===== src/rtl/udp_pkg.sv =====
// UDP framing types, constants and header byte selection
// shared by the transmit framer and its neighbours.
package udp_pkg;

    localparam int UDP_HDR_LEN = 8;

    localparam logic [15:0] UDP_SRC_PORT_DEF = 16'd5000;
    localparam logic [15:0] UDP_DST_PORT_DEF = 16'd5001;

    typedef enum logic [1:0] {
        IDLE = 2'd0,
        HDR  = 2'd1,
        PAY  = 2'd2
    } udp_state_e;

    typedef struct packed {
        logic [15:0] src;
        logic [15:0] dst;
        logic [15:0] len;
    } udp_hdr_t;

    // Wire order of the 8 header bytes; checksum is always zero.
    function automatic logic [7:0] udp_hdr_byte(
        input logic [2:0] idx,
        input udp_hdr_t   h
    );
        logic [7:0] b;
        case (idx)
            3'd0:    b = h.src[15:8];
            3'd1:    b = h.src[7:0];
            3'd2:    b = h.dst[15:8];
            3'd3:    b = h.dst[7:0];
            3'd4:    b = h.len[15:8];
            3'd5:    b = h.len[7:0];
            default: b = 8'h00;
        endcase
        return b;
    endfunction

endpackage


===== src/rtl/udp_tx_framer.sv =====
// UDP datagram framer: emits the 8-byte header, then streams
// payload bytes from upstream onto a registered output stream.
module udp_tx_framer #(
    parameter int LEN_W       = 11,
    parameter int MAX_PAYLOAD = 1472
) (
    input  logic             clk,
    input  logic             rst_n,
    input  logic             start,
    input  logic [15:0]      src_port,
    input  logic [15:0]      dst_port,
    input  logic [LEN_W-1:0] payload_len,
    output logic             busy,
    output logic             err,
    output logic             done,
    input  logic [7:0]       in_data,
    input  logic             in_valid,
    output logic             in_ready,
    output logic [7:0]       out_data,
    output logic             out_valid,
    output logic             out_last,
    input  logic             out_ready
);

    import udp_pkg::*;

    localparam logic [LEN_W-1:0] MAX_LEN = LEN_W'(MAX_PAYLOAD);
    localparam logic [LEN_W-1:0] ONE     = LEN_W'(1);

    udp_state_e       state_q;
    udp_state_e       state_d;
    udp_hdr_t         hdr_q;
    udp_hdr_t         hdr_d;
    logic [2:0]       idx_q;
    logic [2:0]       idx_d;
    logic [LEN_W-1:0] rem_q;
    logic [LEN_W-1:0] rem_d;

    logic [7:0]       data_d;
    logic             valid_d;
    logic             last_d;
    logic             busy_d;
    logic             err_d;
    logic             done_d;

    logic             load;
    logic             last_hs;
    logic             start_ok;
    logic             pay_take;
    logic [15:0]      udp_len;

    assign load     = !out_valid || out_ready;
    assign last_hs  = out_valid && out_ready && out_last;
    assign start_ok = start && (payload_len <= MAX_LEN);
    assign pay_take = (state_q == PAY) && load && (rem_q != '0);
    assign udp_len  = 16'(UDP_HDR_LEN) + 16'(payload_len);

    always_ff @(posedge clk or negedge rst_n) begin
        if (!rst_n) begin
            state_q <= IDLE;
        end else begin
            state_q <= state_d;
        end
    end

    always_comb begin
        state_d = state_q;
        unique case (state_q)
            IDLE: begin
                if (start_ok) begin
                    state_d = HDR;
                end
            end
            HDR: begin
                if (last_hs) begin
                    state_d = IDLE;
                end else if (!out_last && load &&
                             idx_q == 3'd7 && rem_q != '0) begin
                    state_d = PAY;
                end
            end
            PAY: begin
                if (last_hs) begin
                    state_d = IDLE;
                end
            end
            default: state_d = IDLE;
        endcase
    end

    always_comb begin
        hdr_d    = hdr_q;
        idx_d    = idx_q;
        rem_d    = rem_q;
        data_d   = out_data;
        valid_d  = out_valid;
        last_d   = out_last;
        busy_d   = busy;
        err_d    = 1'b0;
        done_d   = 1'b0;
        in_ready = 1'b0;
        unique case (state_q)
            IDLE: begin
                if (start_ok) begin
                    // Header byte 0 goes out on the accepting edge.
                    hdr_d.src = src_port;
                    hdr_d.dst = dst_port;
                    hdr_d.len = udp_len;
                    data_d    = udp_hdr_byte(3'd0, hdr_d);
                    valid_d   = 1'b1;
                    last_d    = 1'b0;
                    idx_d     = 3'd1;
                    rem_d     = payload_len;
                    busy_d    = 1'b1;
                end else if (start) begin
                    err_d = 1'b1;
                end
            end
            HDR: begin
                if (last_hs) begin
                    valid_d = 1'b0;
                    last_d  = 1'b0;
                    busy_d  = 1'b0;
                    done_d  = 1'b1;
                end else if (!out_last && load) begin
                    data_d  = udp_hdr_byte(idx_q, hdr_q);
                    valid_d = 1'b1;
                    idx_d   = idx_q + 3'd1;
                    last_d  = (idx_q == 3'd7) && (rem_q == '0);
                end
            end
            PAY: begin
                in_ready = pay_take;
                if (last_hs) begin
                    valid_d = 1'b0;
                    last_d  = 1'b0;
                    busy_d  = 1'b0;
                    done_d  = 1'b1;
                end else if (pay_take && in_valid) begin
                    data_d  = in_data;
                    valid_d = 1'b1;
                    rem_d   = rem_q - ONE;
                    last_d  = (rem_q == ONE);
                end else if (load) begin
                    valid_d = 1'b0;
                end
            end
            default: begin
                valid_d = 1'b0;
                last_d  = 1'b0;
                busy_d  = 1'b0;
            end
        endcase
    end

    always_ff @(posedge clk or negedge rst_n) begin
        if (!rst_n) begin
            hdr_q     <= '0;
            idx_q     <= '0;
            rem_q     <= '0;
            out_data  <= 8'h00;
            out_valid <= 1'b0;
            out_last  <= 1'b0;
            busy      <= 1'b0;
            err       <= 1'b0;
            done      <= 1'b0;
        end else begin
            hdr_q     <= hdr_d;
            idx_q     <= idx_d;
            rem_q     <= rem_d;
            out_data  <= data_d;
            out_valid <= valid_d;
            out_last  <= last_d;
            busy      <= busy_d;
            err       <= err_d;
            done      <= done_d;
        end
    end

endmodule


===== config.mk =====
export PLATFORM = sky130hd
export DESIGN_NAME = udp_tx_framer
export DESIGN_NICKNAME = d
export VERILOG_FILES = /design/src/rtl/udp_pkg.sv /design/src/rtl/udp_tx_framer.sv
export SDC_FILE = /design/constraint.sdc
export NUM_CORES = 1
export LEC_CHECK = 0
export BUFFER_PORTS_ARGS = -buffer_cell sky130_fd_sc_hd__clkbuf_2
export CAP_MARGIN = 10
export CORE_ASPECT_RATIO = 1.2
export CORE_MARGIN = 2
export CORE_UTILIZATION = 30
export DETAILED_ROUTE_END_ITERATION = 10
export GPL_TIMING_DRIVEN = 0
export SETUP_SLACK_MARGIN = 0.05
export SYNTH_ARGS = -nofsm -noshare
export SYNTH_HDL_FRONTEND = slang
export SYNTH_SLANG_ARGS = --single-unit

===== constraint.sdc =====
create_clock -name clk -period 2.7 [get_ports clk]
set_input_delay 0 -clock clk [delete_from_list [all_inputs] [get_ports clk]]
set_output_delay 0 -clock clk [all_outputs]
set_load 0.02 [all_outputs]

### Yosys cells after proc, flatten, opt, wreduce, memory -nomap -nowiden

Cells that the tools add are included.

* flip-flop bits (word level): 77
* output and inout bits: 14
* input port bits: 56
* memory bits (writable): 0
* memories: 0
* bits in read-only memories: 0
* bits in latches: 0
* logic and storage cells: 106

* eq/ne operators: 20
* divide/modulo/power cells: 0
* mux-type cells: 41
* multipliers: 0
* magnitude comparators: 1
* reduce and logical (&&, ||, !) cells: 29
* shift operators: 0
* bitwise logic cells: 0
* add/sub/neg operators: 3

Operator list (number)
* $pmux 8 s6: 1
* $mux 8: 5
* $mux 11: 3
* $pmux 8 s3: 1
* $pmux 11 s2: 1
* $mux 1: 18
* $add 4x11->12 const A: 1
* $eq 11x1->1 const B: 1
* $le 11x11->1 const B: 1
* $logic_not 11->1: 1
* $reduce_bool 11->1: 1
* $sub 11x1->11 const B: 1
* $logic_and 1x1->1: 10
* $ne 2x2->1 const B: 5
* $eq 3x3->1 const B: 3
* $mux 3: 3
* $reduce_and 3->1: 3
* $mux 2: 4
* $reduce_and 4->1: 2
* $eq 3x2->1 const B: 2
* $ne 3x3->1 const B: 2
* $pmux 1 s3: 2
* $pmux 2 s3: 1
* $pmux 3 s2: 1
* 17 further kinds: 21

### Depth between registers and ports, before layout

Gate-level depths: netlist of run 1.

* word-level depth: 8
* mapped depth: 10
* mapped depth without buffers: 8

### Worst setup path after synthesis of run 1

OpenSTA, ideal clock, no wires.

* path kind: reg2reg
* start point: register state_q[0]
* end point: register hdr_q[0] (netlist name)
* arrival time: 1.885 ns
* stages on the path, launching flop included: 9
* required time: 2.572 ns
* clock period less this slack: 2.013 ns
* path buffers: 2
* slack: 0.687 ns
* cells stage by stage: dfrtp_1 inv_1 ha_1 buf_2 nand2_1 a21o_1 a31oi_2 buf_2 mux2_1

* longest elaborated chain between the ends: 2

RTL lines
* start: declaration: line udp_tx_framer.sv:30 `udp_state_e state_q;`
* start signal: assignment: line udp_tx_framer.sv:62 `state_q <= state_d;`
* $logic_not 2->1: line udp_tx_framer.sv:102 `unique case (state_q)`
* $reduce_and 2->1 (no line)
* end signal: assignment: line udp_tx_framer.sv:168 `hdr_q <= hdr_d;`
* end: declaration: line udp_tx_framer.sv:32 `udp_hdr_t hdr_q;`

Every way passes these cells.
A chain may end at the register's enable or synchronous reset.

### Worst setup path in the final report of run 1

* start point: register state_q[0]
* end point: register out_data[7]

* longest elaborated chain between the ends: 6
* elaborated cells between the ends (all ways): 14
* classes of those cells: 7 x eq/ne; 1 x mux; 6 x reduce/logical

RTL lines
* $eq 2x2->1: line udp_tx_framer.sv:55, udp_tx_framer.sv:102
* $logic_and 1x1->1 (2 in series): line udp_tx_framer.sv:55 `assign pay_take = (state_q == PAY) && load && (rem_q != '0);`
* $logic_and 1x1->1: line udp_tx_framer.sv:139 `end else if (pay_take && in_valid) begin`
* $ne 2x1->1 (no line)
* $reduce_and 6->1 (no line)
* end signal: assignment: line udp_tx_framer.sv:171 `out_data <= data_d;`
* end: declaration: line udp_tx_framer.sv:19 `output logic [7:0] out_data,`

Parallel ways exist; a longest one is shown, timed or not.

==> results of run 1 <==
## placed cells by master, fill, tap and decap left out, types with 3 or more instances in the layout
cell type and n:
o21ai_0 10, a221oi_1 4, dfrtp_1 73, nand2b_1 5, dlygate4sd3_1 39, nand3_1 16
mux2_2 6, and3_1 14, clkbuf_8 3, nand4_1 4, o211ai_1 8, nor3b_1 3
ha_1 14, clkbuf_2 68, a211oi_1 5, o21a_1 6, clkbuf_1 12, nor2b_1 5
xor2_1 3, nand2_1 15, nor2_1 34, mux2_1 35, o22ai_1 6, clkbuf_16 9
inv_1 9, a22o_1 7, buf_2 7, a21oi_1 27, a222oi_1 7, nor3_1 5
mux2i_1 3
## area by class of cell
| cell class | instances | area share (%) |
|---|---|---|
| multi-input combinational | 273 | 38.7 |
| tap | 168 | 4.01 |
| timing repair buffer | 108 | 14.5 |
| sequential | 73 | 34.9 |
| buffer | 21 | 1.84 |
| inverter | 10 | 0.716 |
| clock inverter | 2 | 0.239 |
| clock buffer | 13 | 5.16 |
## power groups by stage
stage                     combinational (uW)  clock [uW]  sequential [uW]
after detailed placement                2220           0             1970
after global placement                  2170           0             1940
final                                   2270        1140             1950
after CTS                               2280        1170             1950
after global routing                    2510        1200             2020
after floorplan                         1520           0             1940
## per-stage QoR
| step | worst slack [ns] | power (uW) |
|---|---|---|
| final | 0.319 | 5360 |
| after global routing | 0.180 | 5740 |
| after CTS | 0.161 | 5400 |
| after detailed placement | 0.179 | 4190 |
| after global placement | 0.235 | 4100 |
| after floorplan | 0.687 | 3460 |
## final timing paths
| kind | start | endpoint | slack (ns) | depth (start not counted) |
|---|---|---|---|---|
| worst max-delay path | state_q[0] | out_data[7] | 0.32 | 8 |
| worst min-delay path | payload_len[4] | rem_q[4] | 0.005 | 3 |
| worst max register to register | state_q[0] | out_data[7] | 0.32 | 8 |
| worst min register to register | rem_q[10] | rem_q[10] | 0.48 | 1 |
| max in group asynchronous | rst_n | hdr_q[36] | 1.99 | 3 |
| min in group asynchronous | rst_n | hdr_q[29] | 0.13 | 2 |
## critical path: cells and delay by family (launching register included)
family	cells	cell delay (ns)
simple gates	1	0.12
buf+inv	2	0.26
compound gates	4	1.30
fa+ha+maj	1	0.19
flops	1	0.39
## state kept, by name, indices dropped and copies added, names as in the netlist
name / cells
state_q: 2
done: 1
err: 1
rem_q: 11
out_data: 8
out_last: 1
idx_q: 3
hdr_q: 44
busy: 1
out_valid: 1
## per-layer routing
metal | routed length [um] | GRT usage [%] | vias up
met3 | 645 | 3.85 | 17
met2 | 5680 | 28.9 | 104
li1 | - | - | 1641
met4 | 179 | 6.11 | 0
met1 | 4780 | 19.7 | 1704
met5 | 0 | 0 | -
## what timing repair did
| action | CTS | global route |
|---|---|---|
| gates resized for setup | 0 | 3 |
| endpoints found under the setup margin | 0 | 25 |
| hold endpoints to repair | 111 | 0 |
| hold buffers | 39 | 0 |
## logic make-up (layout without fill, tap and decap cells)
| group | count (synthesis) | in the layout | synth area share [%] |
|---|---|---|---|
| buffers and inverters | 31 | 154 | 3.33 |
| adders and majority gates | 14 | 14 | 4.40 |
| DFF | 73 | 73 | 45.9 |
| and+or+nand+nor | 109 | 109 | 14.2 |
| muxes | 44 | 44 | 12.4 |
| AOI/OAI and AO/OA | 101 | 101 | 18.7 |
| xor gates and xnor gates | 5 | 5 | 1.10 |
==> flow_summary.json, run 1 <==
{
  "yosysWarningCount": 0,
  "period_needed_ns": 2.38,
  "cellPowerDensity_nw_per_um2": 1020,
  "die_area_um2": 14200,
  "core_um2": 13100,
  "swShare_pct": 38.8,
  "layout.cells.non_filler": 668,
  "syn_area_um2": 3980,
  "fill_cells": 1264,
  "synth_edf_count": 0,
  "cp_max_fo": 10,
  "syn-instance-count": 377,
  "dp.cells": 614,
  "crit_chain": "inv_1, ha_1, buf_2, a22oi_2, nand2_4, a2111oi_4, o211ai_1, o21a_1",
  "yosysMostFrequentCell": "dfrtp_1",
  "antenna_found_initial": 0,
  "port_buffers": 68,
  "async_reset_ff_share_pct": 100,
  "fin_crit_sh_pct": 88.2,
  "start_util_pct": 30.4,
  "cts_root_buffer": "clkbuf_16",
  "vias": 3466,
  "n_antenna_cell": 0,
  "grt_pass1_vias": 3542,
  "wl_um": 11300,
  "syn2layout_area_growth_pct": 31.8,
  "grt_pass1_wl_um": 17800,
  "wire_per_inst_um": 16.9,
  "utilization_pct": 40.1,
  "cts-buffers-inserted": 9,
  "synth_top_area_share_pct": 45.9,
  "p_switching_uw": 2080,
  "ys_seq_area_share_pct": 45.9,
  "slew_headroom_pct": 55.0,
  "crit_path_end_kind": "flip-flop",
  "grt.total_usage_pct": 16.5,
  "drtIter0Drc": 220,
  "arrival_ns": 2.61,
  "crit_type": "reg -> reg",
  "hold_viol_final": 0,
  "pwr-share-clk_pct": 21.2,
  "multiInputGateArea_um2": 2030,
  "synth_common_cells": "dfrtp_1, mux2_1, nor2_1",
  "first_pass_iters": 4,
  "p_seq_share_pct": 36.5,
  "ioPinCount": 70,
  "clkSinkCount": 73,
  "syn-num-nets": 447,
  "die-width_um": 109,
  "worst_path_largest_cell_delay_ns": 0.63,
  "postCtsSetupBuffers": 0,
  "ys_top_cells_by_area": "dfrtp_1, mux2_1, ha_1",
  "routed_via_density": 5.19,
  "cts_buffer_depth": 2,
  "p_leak_uw": 0.00227,
  "route.detailed.drc": 0,
  "p_int_uw": 3280,
  "place_congestion": 0.828,
  "avgSynthCellArea_um2": 10.6,
  "dpl.hpwl_um": 8340,
  "vdd_drop_max_mv": 0.439,
  "finish.net_count": 566,
  "grt_max_degree": 53,
  "cp-start-kind": "flip-flop",
  "ys.flop_type": "dfrtp_1",
  "grt_setup_unrepaired": "false",
  "clk_latency_ns": 0.34,
  "grt_overflow": 0,
  "p_comb_share_pct": 42.3,
  "cts.htree.levels": 3,
  "fin_skew_ns": 0.00581,
  "max_freq_ghz": 0.420,
  "synth-seq-cells": 73,
  "drv_slew": 0,
  "rows": 46,
  "final-setup-viol-count": 0,
  "drive_above_1_share_pct": 21.8,
  "hold_path_class": "in -> reg",
  "die_y_um": 130,
  "max_slew.worst_pin.slew_ns": 0.671,
  "tritoncts": "built",
  "ant_nets": 0,
  "holdWs_ns": 0.00474,
  "yosysTopAreaCell": "dfrtp_1",
  "final_area_um2": 5240,
  "maxCapViolCount": 0,
  "clkSlewWorstSetupHoldPaths_ns": 0.06,
  "ys_types": 55,
  "seqCellArea_um2": 1830,
  "slowest_stage": "a2111oi_4",
  "required_ns": 2.93,
  "tns_ns": 0,
  "status": "finished clean",
  "dpl_cell_area_um2": 4560
}
(Power assumes the default switching activity.)
==> run 2, diff against run 1 <==
Settings changed: ABC_AREA from default to 1.
==> run 2 against run 1 <==
- combinational power increased by 15%
- die area rose by 3.9%
- global-route usage down 0.39 points
- clock-buffer cell count is 2 lower
- synthesized cell count increased by 50%
- cell count is 29% higher
- critical path type unchanged
- largest power group unchanged
- highest routed layer unchanged
==> flow_summary.json, run 2 <==
{
  "status": "finished clean",
  "cts-buffers-inserted": 9,
  "syn-instance-count": 566,
  "ys_seq_area_share_pct": 44.1,
  "required_ns": 2.97,
  "crit_path_end_kind": "flip-flop",
  "antenna_found_initial": 0,
  "synth_common_cells": "nand2_1, dfrtp_1, inv_1",
  "hold_buffers": 38,
  "core_um2": 13600,
  "grt_setup_unrepaired": "false",
  "route.detailed.drc": 0,
  "routed_via_density": 4.57,
  "yosysMostFrequentCell": "nand2_1",
  "finish.net_count": 755,
  "ys.flop_type": "dfrtp_1",
  "utilization_pct": 40.0,
  "rows": 47,
  "die_y_um": 133,
  "r2r_end": "out_data[3]",
  "die-width_um": 111,
  "worst_path_largest_cell_delay_ns": 0.42,
  "grt_overflow": 0,
  "critPathBufInv": 3,
  "pwr-share-clk_pct": 23.4,
  "holdPathStages": 3,
  "reg_top3": "hdr_q x44, rem_q x11, out_data x8",
  "grt_pass1_wl_um": 19000,
  "drtIter0Drc": 196,
  "final-setup-viol-count": 0,
  "cts.htree.levels": 3,
  "r2r_slack_ns": 0.59,
  "slowest_stage": "dfrtp_1",
  "tns_ns": 0,
  "swShare_pct": 41.6,
  "clkSinkCount": 73,
  "drv_slew": 0,
  "dp.cells": 807,
  "period_needed_ns": 2.11,
  "p_comb_share_pct": 44.2,
  "yosysWarningCount": 0,
  "cts_root_buffer": "clkbuf_16",
  "ant_nets": 0,
  "ctsResizeCount": 0,
  "clkSlewWorstSetupHoldPaths_ns": 0.06,
  "start_util_pct": 30.3,
  "dpl.hpwl_um": 8580,
  "fin_crit_sh_pct": 78.1,
  "hp-start": "payload_len[10]",
  "vias": 3937,
  "wire_per_inst_um": 13.2,
  "synth_edf_count": 0,
  "regMostFlops": "hdr_q",
  "p_switching_uw": 2460,
  "slew_headroom_pct": 56.6,
  "cp_common_cell": "nand2_1",
  "die_area_um2": 14800,
  "grt.total_usage_pct": 16.2,
  "cp_max_fo": 9,
  "p_int_uw": 3460,
  "r2r_cells": 11,
  "max_slew.worst_pin.slew_ns": 0.649,
  "max_freq_ghz": 0.474,
  "wl_um": 11400,
  "p_leak_uw": 0.00287,
  "drive_above_1_share_pct": 17.1,
  "whs_endpoint": "hdr_q[10]",
  "yosysTopAreaCell": "dfrtp_1",
  "ioPinCount": 70,
  "ys_types": 28,
  "postCtsSetupBuffers": 0,
  "hold_path_class": "in -> reg",
  "cp-start-kind": "flip-flop",
  "clk_latency_ns": 0.34,
  "place_congestion": 0.837,
  "crit_chain": "inv_1, ha_1, buf_2, inv_1, nor2_1, nand3_1, nand2_1, nand3_2, nor2_4, nand2_1, nand2_1",
  "layout_commonest_cell": "nand2_1",
  "grt_max_degree": 55,
  "ys_top_cells_by_area": "dfrtp_1, nand2_1, inv_1",
  "avgSynthCellArea_um2": 7.31,
  "tritoncts": "built",
  "synth_top_area_share_pct": 44.1,
  "p_seq_share_pct": 32.4,
  "crit_type": "reg -> reg",
  "port_buffers": 69,
  "fin_skew_ns": 0.00507,
  "first_pass_iters": 4,
  "largest_reg_flops": 44,
  "arrival_ns": 2.38,
  "syn2layout_area_growth_pct": 31.8,
  "cts_buffer_depth": 2,
  "cellPowerDensity_nw_per_um2": 1080,
  "synth-seq-cells": 73,
  "grt_pass1_vias": 3910,
  "maxCapViolCount": 0,
  "hold_viol_final": 0,
  "layout.cells.non_filler": 861,
  "syn_area_um2": 4140,
  "cp_top_family": "simple AND/OR/NAND/NOR gates",
  "n_antenna_cell": 0,
  "r2r_start": "state_q[0]",
  "async_reset_ff_share_pct": 100,
  "vdd_drop_max_mv": 0.411,
  "syn-num-nets": 636,
  "final_cell_mix": "nand2_1, dfrtp_1, clkbuf_2"
}
-- run 2: changes by cell type after synthesis, sizes merged, moves of 8 or more --
cell / before / now
nand2: 16 / 251
mux2: 41 / 0
inv: 9 / 48
o21ai: 10 / 47
and3: 14 / 0
nor2: 34 / 47
a21oi: 29 / 18
nand3: 16 / 27
clkbuf: 12 / 4
o211ai: 8 / 0
-- run 2: worst max-delay path by stage --
stage | slack [ns] | end | cells after the start | start
2_1_floorplan | 1.06 | out_data[0] | 11 | state_q[0]
3_3_place_gp | 0.64 | out_data[3] | 11 | state_q[0]
3_5_place_dp | 0.65 | out_data[3] | 11 | state_q[0]
4_1_cts | 0.62 | out_data[3] | 11 | state_q[0]
5_1_grt | 0.40 | out_data[3] | 11 | state_q[0]
6_report | 0.59 | out_data[3] | 11 | state_q[0]
-- run 2: worst min-delay path, stage by stage --
cell      delay [ns]
clkbuf_2        0.13
a31oi_1         0.05
o21ai_1         0.12
-- run 2: cell families (layout without fill, tap and decap cells) --
| kind of cell | after synthesis | after routing | synth area share, % |
|---|---|---|---|
| XOR/XNOR | 6 | 6 | 1.27 |
| adder cells (fa/ha/maj) | 14 | 14 | 4.23 |
| AND/OR/NAND/NOR | 331 | 331 | 32.5 |
| buffers and inverters | 64 | 188 | 6.89 |
| flip-flops | 73 | 73 | 44.1 |
| AO/OA/AOI/OAI | 78 | 78 | 11.0 |
-- run 2: per-stage QoR --
stage	instance area [um2]	setup WS [ns]	power (uW)	hold WS [ns]
6_report	5450	0.591	5920	0.00789
5_1_grt	5450	0.401	6450	0.0177
4_1_cts	5450	0.625	5980	0.00115
3_5_place_dp	4730	0.648	4530	-0.0530
3_3_place_gp	4700	0.641	4490	0.212
2_1_floorplan	4140	1.06	3770	-0.296
-- run 2: per-layer routing --
metal | global-route usage, % | up-vias | part of all wire [%]
met5 | 0 | - | 0
met4 | 5.21 | 0 | 2.1
met3 | 3.71 | 17 | 3.2
li1 | - | 2023 | -
met1 | 19.6 | 1832 | 45
met2 | 28.4 | 65 | 50
-- run 2: layout make-up --
cell class	instances	area, um2
timing repair buffer	108	756
fill	1472	8190
inverter	48	180
buffer	16	105
multi-input combinational	429	2030
clock inverter	5	103
tap	171	214
sequential	73	1830
clock buffer	11	243
-- run 2: power by group through the flow --
stage	combinational (uW)	sequential [uW]	clock, uW
after global placement	2570	1930	0
after global routing	2990	1980	1470
after floorplan	1840	1940	0
after detailed placement	2590	1930	0
final	2620	1920	1380
after CTS	2650	1920	1410
